===== config.mk =====
export PLATFORM = sky130hd
export DESIGN_NAME = pht_update_queue
export DESIGN_NICKNAME = d
export VERILOG_FILES = /design/src/rtl/bpu_pkg.sv /design/src/rtl/pht_update_queue.sv
export SDC_FILE = /design/constraint.sdc
export NUM_CORES = 1
export LEC_CHECK = 0
export CORE_ASPECT_RATIO = 1.5
export CORE_MARGIN = 4
export CORE_UTILIZATION = 30
export DETAILED_ROUTE_END_ITERATION = 8
export GPL_ROUTABILITY_DRIVEN = 0
export GPL_TIMING_DRIVEN = 0
export SLEW_MARGIN = 5
export SYNTH_ARGS = -nofsm -noshare
export SYNTH_HDL_FRONTEND = slang
export SYNTH_SLANG_ARGS = --single-unit
export TNS_END_PERCENT = 10

===== constraint.sdc =====
create_clock -name CLK -period 4 [get_ports CLK]
set_input_delay 0.4 -clock CLK [delete_from_list [all_inputs] [get_ports CLK]]
set_output_delay 0.4 -clock CLK [all_outputs]
set_load 0.005 [all_outputs]

===== src/rtl/bpu_pkg.sv =====
// Shared branch-prediction definitions: counter encoding, PHT geometry and
// the 2-bit saturating counter update.
package bpu_pkg;

  localparam int unsigned PHT_IDX_W = 11;

  localparam logic [1:0] SNT = 2'b00;
  localparam logic [1:0] WNT = 2'b01;
  localparam logic [1:0] WT  = 2'b10;
  localparam logic [1:0] ST  = 2'b11;

  // Next counter value after a resolved branch, saturating at SNT/ST.
  function automatic logic [1:0] sat_update(input logic [1:0] ctr, input logic taken);
    logic [1:0] nxt;
    nxt = ctr;
    case (ctr)
      SNT:     nxt = taken ? WNT : SNT;
      WNT:     nxt = taken ? WT  : SNT;
      WT:      nxt = taken ? ST  : WNT;
      ST:      nxt = taken ? ST  : WT;
      default: nxt = ctr;
    endcase
    return nxt;
  endfunction

endpackage


===== src/rtl/pht_update_queue.sv =====
// In-order queue of predicted conditional branches. On resolve it issues the
// PHT counter update and GHR shift, flags mispredictions and keeps the
// counter snapshots of younger in-flight entries coherent with the write.
module pht_update_queue
  import bpu_pkg::*;
#(
  parameter int unsigned DEPTH = 8,
  parameter int unsigned IDX_W = PHT_IDX_W
) (
  input  logic             CLK,
  input  logic             RST,
  input  logic             BPU__Stall,
  input  logic             Pred_Valid,
  input  logic [IDX_W-1:0] Pred_Index,
  input  logic [1:0]       Pred_Counter,
  input  logic             Resolve_Valid,
  input  logic             Resolve_Taken,
  input  logic             Flush,
  output logic [IDX_W-1:0] PHT_Write_Index,
  output logic [1:0]       PHT_Write_Data,
  output logic             PHT_Write_En,
  output logic             GHR_Write_Data,
  output logic             GHR_Write_En,
  output logic             Mispredict,
  output logic             Queue_Full,
  output logic             Queue_Empty,
  output logic             Error_Sticky
);

  localparam int unsigned PTR_W = (DEPTH > 1) ? $clog2(DEPTH) : 1;
  localparam int unsigned CNT_W = PTR_W + 1;

  logic [PTR_W-1:0] head_q, head_d, tail_q, tail_d;
  logic [CNT_W-1:0] count_q, count_d;
  logic [IDX_W-1:0] idx_q [DEPTH];
  logic [IDX_W-1:0] idx_d [DEPTH];
  logic [1:0]       ctr_q [DEPTH];
  logic [1:0]       ctr_d [DEPTH];

  logic [IDX_W-1:0] pht_idx_q, pht_idx_d;
  logic [1:0]       pht_data_q, pht_data_d;
  logic             pht_en_q, pht_en_d;
  logic             ghr_data_q, ghr_data_d;
  logic             ghr_en_q, ghr_en_d;
  logic             mis_q, mis_d;
  logic             err_q, err_d;

  logic             full_c, empty_c;
  logic [IDX_W-1:0] head_idx_c;
  logic [1:0]       head_ctr_c, new_ctr_c;
  logic             pop_c, push_c, wr_c, mis_c, overflow_c, underflow_c;
  logic [PTR_W-1:0] offset_c;

  assign full_c      = (count_q == CNT_W'(DEPTH));
  assign empty_c     = (count_q == '0);
  assign Queue_Full  = full_c;
  assign Queue_Empty = empty_c;

  // Resolve/enqueue decode for the head entry.
  always_comb begin
    head_idx_c  = idx_q[head_q];
    head_ctr_c  = ctr_q[head_q];
    new_ctr_c   = sat_update(head_ctr_c, Resolve_Taken);
    pop_c       = Resolve_Valid && !empty_c;
    wr_c        = pop_c && (new_ctr_c != head_ctr_c);
    mis_c       = pop_c && (Resolve_Taken != head_ctr_c[1]);
    push_c      = Pred_Valid && !Flush && !mis_c && (!full_c || pop_c);
    overflow_c  = Pred_Valid && !Flush && full_c && !pop_c;
    underflow_c = Resolve_Valid && empty_c;
  end

  // Next-state for pointers, entries (with snapshot coherence) and outputs.
  always_comb begin
    head_d     = head_q + PTR_W'(pop_c);
    tail_d     = tail_q + PTR_W'(push_c);
    count_d    = count_q + CNT_W'(push_c) - CNT_W'(pop_c);
    idx_d      = idx_q;
    ctr_d      = ctr_q;
    offset_c   = '0;
    pht_idx_d  = pht_idx_q;
    pht_data_d = pht_data_q;
    ghr_data_d = ghr_data_q;
    pht_en_d   = wr_c;
    ghr_en_d   = pop_c;
    mis_d      = mis_c;
    err_d      = err_q || overflow_c || underflow_c;

    if (pop_c) begin
      pht_idx_d  = head_idx_c;
      pht_data_d = new_ctr_c;
      ghr_data_d = Resolve_Taken;
    end

    // Entries still queued behind the head take the freshly written counter.
    if (wr_c) begin
      for (int i = 0; i < DEPTH; i++) begin
        offset_c = PTR_W'(i) - head_q;
        if ((offset_c != '0) && (CNT_W'(offset_c) < count_q) &&
            (idx_q[i] == head_idx_c)) begin
          ctr_d[i] = new_ctr_c;
        end
      end
    end

    if (push_c) begin
      idx_d[tail_q] = Pred_Index;
      ctr_d[tail_q] = (wr_c && (Pred_Index == head_idx_c)) ? new_ctr_c : Pred_Counter;
    end

    if (Flush) begin
      count_d = '0;
      head_d  = tail_q;
      tail_d  = tail_q;
    end else if (mis_c) begin
      count_d = '0;
      tail_d  = head_d;
    end
  end

  // Pointer, count and output registers; stall freezes everything.
  always_ff @(posedge CLK) begin
    if (RST) begin
      head_q     <= '0;
      tail_q     <= '0;
      count_q    <= '0;
      pht_idx_q  <= '0;
      pht_data_q <= '0;
      pht_en_q   <= 1'b0;
      ghr_data_q <= 1'b0;
      ghr_en_q   <= 1'b0;
      mis_q      <= 1'b0;
      err_q      <= 1'b0;
    end else if (!BPU__Stall) begin
      head_q     <= head_d;
      tail_q     <= tail_d;
      count_q    <= count_d;
      pht_idx_q  <= pht_idx_d;
      pht_data_q <= pht_data_d;
      pht_en_q   <= pht_en_d;
      ghr_data_q <= ghr_data_d;
      ghr_en_q   <= ghr_en_d;
      mis_q      <= mis_d;
      err_q      <= err_d;
    end
  end

  // Entry storage; contents are don't-care after reset so it is not cleared.
  always_ff @(posedge CLK) begin
    if (!RST && !BPU__Stall) begin
      idx_q <= idx_d;
      ctr_q <= ctr_d;
    end
  end

  assign PHT_Write_Index = pht_idx_q;
  assign PHT_Write_Data  = pht_data_q;
  assign PHT_Write_En    = pht_en_q;
  assign GHR_Write_Data  = ghr_data_q;
  assign GHR_Write_En    = ghr_en_q;
  assign Mispredict      = mis_q;
  assign Error_Sticky    = err_q;

endmodule


==> summary.md, run 1 <==
The run finished with clean final reports. The longest clock path from root to sink contains 2 buffers. Xor and xnor fraction of the mapped netlist area: 11.5%. The tools report the arrival time at the worst endpoint as 4000 ps.

40 I/O pins were placed. The fraction of power consumed by sequential logic came out at 43.0%. For the worst-skew pair later-pin latency, the log shows 450 ps. The compound-gate portion of the synthesized area is 8.77%. Cell internal power was estimated by the tool at 2.50 mW.

Counting flops and latches in the post-synthesis netlist gives 132. For the pin with the worst max-slew slack, the measured transition is 938 ps. Clock skew on the completed layout was measured at 20.1 ps. The max-slew headroom at the worst pin is 37.5%, and the met3 track demand over resource is 2.24%. The run gives 0 as the number of violations of the max-capacitance limit.

The most common cell after layout, fill and taps aside was edfxtp_1. The power share of the combinational group came out at 12.3%. Summing internal, switching and leakage power gives 3.51 mW. Combinational family with the most area after synthesis: simple AND/OR/NAND/NOR gates. For this run, design rule violations remaining after detail routing come to 0. Net switching is 28.8% of the power.

Synthesis-to-layout area growth: 20.3%. The remaining global-route overflow came out at 0. The initial utilization of the core area, before any placement, comes to 30.7%. The finished cells cover 9050 sq um.

The antenna diode count came out at 0. The number of buffers created by CTS came out at 17. The via count of the first global-routing pass is 5482. The most crowded layer after global routing is met2. After clock tree synthesis, the setup repair step added 0 buffers. The number of I/O port buffers is 37.

The detail route stage leaves a number of antenna-violating nets equal to 0. The logs give 17 for the pin count of the biggest net entering global routing and 70 for the number of standard-cell rows in the floorplan. The tools report the hold buffer count at cts as 0.

The floorplan die height was 202 microns. For the post-layout worst setup margin, the log shows 179 ps. TritonCTS built the clock tree.

The synthesized design contains 104 enable-type register cells. IR analysis of the VDD net gives a maximum drop of 248 uV. Global routing used 16.1% of the available tracks. The H-tree was split into 4 levels. After Yosys synthesis, and, or, nand and nor cells account for 12.2% of the synthesized area. The horizontal die dimension was 137 microns; the static leakage power was 3.09 nW. After synthesis, the share of cell area in mux cells is 10.6%. The number of different library cells used by synthesis comes to 58. The tools report the critical path required time as 4180 ps. The post-synthesis cell type with the largest combined area was edfxtp_1. After legalization and detailed placement, the total HPWL measured 16300 microns.

Leaving out fill and tap cells, the most frequent cells in the layout are 104 x edfxtp_1, 54 x xnor2_1, 44 x xor2_1. Critical path startpoint category: a flip-flop. Of all nets on the critical path, the largest fanout is 10. Type of the most critical hold path: input pin to flip-flop. Total count of max-transition violations in the final report: 0. Summed over all nets, the switching power comes to 1.01 mW. The tools report the sequential element share of the synthesized area as 49.0%. Critical path class: flip-flop to flip-flop. Standard cell area after detailed placement: 8320 sq um.

The share of async-settable or async-resettable flops after synthesis is 0%, and the number of endpoints with negative hold slack in the final report is 0. Master cell of the clock root buffer: clkbuf_16. The count of mapped cells out of synthesis was 644. The worst setup path is captured at a flip-flop. The routed design could run at a clock period as short as 3820 ps. Clock transition at the registers of the reported paths: 70 ps. At the end of the flow, the number of nets in the layout was 750. The first global-routing pass estimated 33300 microns of wire. Sorting the synthesized cells by area gives the leading types as edfxtp_1 42%, dfxtp_1 7.5%, xnor2_1 6.3%, xor2_1 5.2%, ha_1 4.7%. The setup violation total in the final timing report was 0.

After detailed routing, the average wire length per cell comes to 21.2 microns. The period utilization works out to 95.5%. The top cell type by area accounts for 41.5% of the synthesized area.

The routed design has 22000 microns of wire. Setup repair after global routing left no endpoint under its margin. The die covers 27700 sq um. The first detailed-routing pass took 5 iterations.

At the placement stage, the worst setup path has a slack of -460 ps. After floorplanning, the core was sized to cover 24500 sq um. The cell area after synthesis was 7520 sq um; the highest achievable clock rate was 262 MHz.

The arithmetic-cell share of the synthesized area counting full adders, half adders and majority gates works out to 4.93%. Global routing used 18.8% of the available met1 tracks. Cells fill 36.9% of the core in the end.

Initial antenna violation count: 0. Among all flip-flop cells after synthesis, the most frequent one is edfxtp_1. The mean instance size in the synthesized netlist was 11.7 sq um; the number of DRC markers after the initial detailed-route iteration was 484. The total number of yosys warnings came out at 0. Final hold analysis gives a worst-case slack of 353 ps.

The ratio of total power to cell area was 388 nW/um^2; the fraction of layout instances using a drive strength above 1 was 15.4%. The clock net in this run drives a total of 132 sinks. Synthesis produced a netlist with a net count of 693.

Across all layers, the routed design uses 5396 vias. Clock share of power: 44.6%. For this run, global-route usage on met2 was measured as 28.2%. In the routed layout, each cell is associated on average with a via count of 5.20.
## power by group through the flow
stage	registers [mW]	logic [mW]	clock network [mW]
5_1_grt	1.51	0.471	1.64
4_1_cts	1.51	0.426	1.58
6_report	1.51	0.433	1.57
3_3_place_gp	1.54	0.412	0
3_5_place_dp	1.54	0.417	0
2_1_floorplan	1.54	0.273	0
## state kept, by name, summed over array words and instances, names as in the netlist
register / flops
PHT_Write_Data: 2
count_q: 4
Error_Sticky: 1
Mispredict: 1
head_q: 3
PHT_Write_Index: 11
tail_q: 3
PHT_Write_En: 1
ctr_q: 16
GHR_Write_En: 1
GHR_Write_Data: 1
idx_q: 88
## worst max-delay path, cell delays in order (launching register included)
cell and delay, ps:
dfxtp_1 500, buf_4 280, buf_2 300, nand2_1 220, o22ai_1 200, a221o_1 130, clkbuf_4 260, xor2_1 300
nand4_1 260, nor4_4 360, buf_2 310, mux2i_2 320, o22ai_1 130
## cell families (layout without fill, tap and decap cells)
| logic type | count (synthesis) | count (layout) |
|---|---|---|
| mux | 56 | 56 |
| simple gates | 181 | 181 |
| xor+xnor | 99 | 99 |
| flops | 132 | 132 |
| buf+inv | 51 | 121 |
| fa+ha+maj | 29 | 29 |
| compound gates | 96 | 96 |
## final cells by class
class | instances | area (sq um)
inverters | 20 | 75.1
flip-flops and latches | 132 | 3680
multi-input cells | 461 | 3760
well taps | 324 | 405
clock inverters | 15 | 159
fillers | 2403 | 15500
plain buffers | 31 | 160
repair buffers | 38 | 382
clock buffers | 17 | 425
## metal layers
layer	vias up	wire, microns
met5	-	0
met4	0	996
met3	47	829
met2	167	11400
met1	2685	8690
li1	2497	-
## Yosys cell counts (all sizes together) (7+ instances only)
cell and count:
ha 28, inv 20, xor2 45, mux4 15, a21oi 22, nor4 20, nor2b 10, nand3 8
xnor2 54, nor3 12, edfxtp 104, a211oi 15, a221oi 7, nand4 7, nor2 48, mux2i 30
o21ai 15, nand2b 9, nand2 42, mux2 11, clkbuf 16, dfxtp 28, buf 15
## worst paths after layout
path                               startpoint                          end  slack, ps  cells past startpoint
setup / recovery       head_q[0]$_SDFFE_PP0N_           ctr_q[2]$_DFFE_PP_        180                     12
hold / removal                            RST       head_q[2]$_SDFFE_PP0N_        350                      2
setup reg to reg       head_q[0]$_SDFFE_PP0N_           ctr_q[2]$_DFFE_PP_        180                     12
hold reg to reg   GHR_Write_Data$_SDFFE_PP0P_  GHR_Write_Data$_SDFFE_PP0P_        450                      2
## repair_timing
action | 4_1_cts | 5_1_grt
setup endpoints to repair | 86 | 64
endpoints found under the hold margin | 0 | 0
gates resized for setup | 17 | 16
## stage by stage
step	TNS [ps]	std cells
floorplan	0	644
global placement	-34730	1005
detailed placement	-14640	1006
CTS	0	1038
global route	0	1038
finish	0	1038
Power figures use the tool's default switching activity.
==> run 2: changes to the inputs <==
==> constraint.sdc (replaced) <==
create_clock -name CLK -period 4 [get_ports CLK]
set_input_delay 0.4 -clock CLK [delete_from_list [all_inputs] [get_ports CLK]]
set_output_delay 0.4 -clock CLK [all_outputs]
set_load 0.05 [all_outputs]
==> summary.md, run 2 (synthesized netlist as in run 1, its figures left out) <==
Global routing consumed, over all layers together, 16.3% of the routing resources. Setup repair after global routing left no endpoint under its margin. At the pin with the least slew margin, the transition time is 957 ps.

The flow ran to the end, and the final reports show no timing, DRC or antenna violations. The logs give 17 for the pin count of the biggest net entering global routing and 4230 ps for the arrival time at the worst endpoint. For the wire length of the first global-routing pass, the log shows 33400 microns. Counting every sink on the clock net gives 132. The repair_antennas step left the layout with diodes totalling 0. For this design, the slowest cell found on the critical path is nor4_1. The largest single stage delay on the critical path is 660 ps. For this design the top-level I/O count stands at 40. The tools report the max-slew headroom at the worst pin as 36.2%. The via count of the first global-routing pass is 5529, and the clock skew is 20.4 ps. STA puts the critical path data required time at 4250 ps.

The library cell used most frequently in the layout, excluding fill and tap cells, is edfxtp_1. The tools report the setup violation total in the final timing report as 0. Along the worst path, the maximum fanout reaches 10. The total setup buffers inserted after CTS is 0, and the number of standard-cell rows in the floorplan is 70. The period utilization was 99.4%. Number of placed instances, taps included: 1006.

The later pin in the worst-skew pair is clocked with a latency of 440 ps. The core region is 24500 sq um. After global routing the overflow that remains totals 0. Dividing the detail-routed wire length by the instance count gives 21.2 microns. For this block, the initial DRC count from the detailed router was 534. TritonCTS built the clock tree. For this run, the number of standard cells in the final layout without fillers is 1038.

Clock-pin slew was measured on the worst setup and hold paths at 70 ps. Summed over all layers, the routed wires come to 22000 microns. In this run, CTS created clock tree buffers numbering 17. Of the cells placed in the final design, the portion with a size suffix greater than 1 is 15.1%. The critical path class is flip-flop to flip-flop. The ratio of total power to cell area came out at 388 nW/um^2. Buffers placed on the I/O ports in this run total 37.

The tools report the largest voltage drop on the vdd net as 273 uV. The run gives 5 as the number of search-and-repair iterations in the first detailed-routing pass. The worst setup path is captured at a flip-flop.

The cell class contributing the biggest share of worst-path delay was simple AND/OR/NAND/NOR gates. Once the floorplan was initialized, standard cells occupied 30.7% of the core. The worst path in the final design needs a cycle of 3980 ps, including I/O delays and setup. Counting flops per register, the top entry is idx_q. The tools report the residual DRC count as 0.

The master cell of the clock root buffer is clkbuf_16. For this design, the CTS-stage hold fixing added 0 buffers. The tools report the number of endpoints with negative hold slack in the final report as 0. The area of the die is 27700 sq um. The number of violations of the max-capacitance limit was 0; the horizontal die dimension was 137 microns. The library cells used most frequently in the layout, excluding fill and tap cells, are 104 x edfxtp_1, 54 x xnor2_1, 45 x xor2_1. Before CTS, the worst setup slack after placement is -456 ps.

The signal on the critical path passes through buf_2, mux4_2, mux2i_1, nor2_1, a2bb2oi_1, clkbuf_1, nor4_1, nand3_1, and3b_1, a211oi_1. Once detail routing completed, the nets flagged for antenna violations numbered 0. The critical path startpoint category was a flip-flop. Derived from the worst setup path, the maximum achievable clock frequency is 252 MHz.

The worst-case register-to-register setup slack came out at 20 ps. The largest buffer count on any clock path was 2. The floorplan die height was 202 microns. The post-layout worst setup margin is 24.0 ps. The synthesis-to-layout area growth works out to 20.1%. In this run the worst hold path is classified as input pin to flip-flop.

The post-detailed-route via-to-cell ratio came out at 5.18. The buffering stage count on the worst path with inverters included was 2; the static leakage power was 3.05 nW. The register with the most flip-flops in the layout has 88 of them. For this block, the via count after detailed routing is 5382. The total count of max-transition violations in the final report was 0. The tools report the count of nets after finishing as 750.

The H-tree generated during clock tree synthesis spans 4 levels. Summed over all nets, the half-perimeter wirelength after detailed placement is 16300 microns. The initial antenna violation count came out at 0.
[run 2: where the power goes]
group	leakage (nW)	internal (mW)	switching, mW
clock network	0.265	0.868	0.669
registers	1.17	1.50	0.0144
logic	1.61	0.171	0.285
total	3.05	2.54	0.969
[run 2: worst reg2reg max path: stages, from the launching register on]
cell and delay [ps]:
dfxtp_1 460, buf_2 300, mux4_2 530, mux2i_1 310
nor2_1 100, a2bb2oi_1 190, clkbuf_1 320, nor4_1 660
nand3_1 400, and3b_1 310, a211oi_1 220
[run 2: per-stage QoR]
stage	cell area, sq um	TNS [ps]	hold slack (ps)	utilization, %	power, mW
finish	9030	0	348	36.8	3.51
global route	9030	0	348	36.8	3.62
CTS	8990	0	334	36.6	3.52
detailed placement	8330	-15890	446	34.0	1.98
global placement	8300	-34330	443	33.8	1.98
floorplan	7520	0	449	-	1.83
[run 2: layer usage]
metal	track usage, %	vias to the layer above	routed length [microns]
met3	2.89	54	874
met5	0	-	0
met4	8.02	0	989
met1	18.2	2664	8390
li1	-	2498	-
met2	29.3	166	11700
[run 2: path summary, 6_finish.rpt]
check / depth (start not counted) / to / startpoint
max reg2reg: 10 / ctr_q[13]$_DFFE_PP_ / head_q[1]$_SDFFE_PP0N_
max: 10 / ctr_q[13]$_DFFE_PP_ / head_q[1]$_SDFFE_PP0N_
min reg2reg: 2 / PHT_Write_Index[5]$_SDFFE_PP0P_ / PHT_Write_Index[5]$_SDFFE_PP0P_
min: 2 / head_q[2]$_SDFFE_PP0N_ / RST
[run 2: what timing repair did]
| action | CTS | global route |
|---|---|---|
| hold endpoints to repair | 0 | 0 |
| gates resized for setup | 18 | 13 |
| setup endpoints to repair | 93 | 55 |
[run 2: layout make-up]
class / instances / area [sq um]
Fill cell: 2409 / 15500
Multi-Input combinational cell: 461 / 3750
Sequential cell: 132 / 3680
Clock buffer: 17 / 425
Tap cell: 324 / 405
Timing Repair Buffer: 38 / 382
Buffer: 31 / 164
Clock inverter: 15 / 145
Inverter: 20 / 75.1
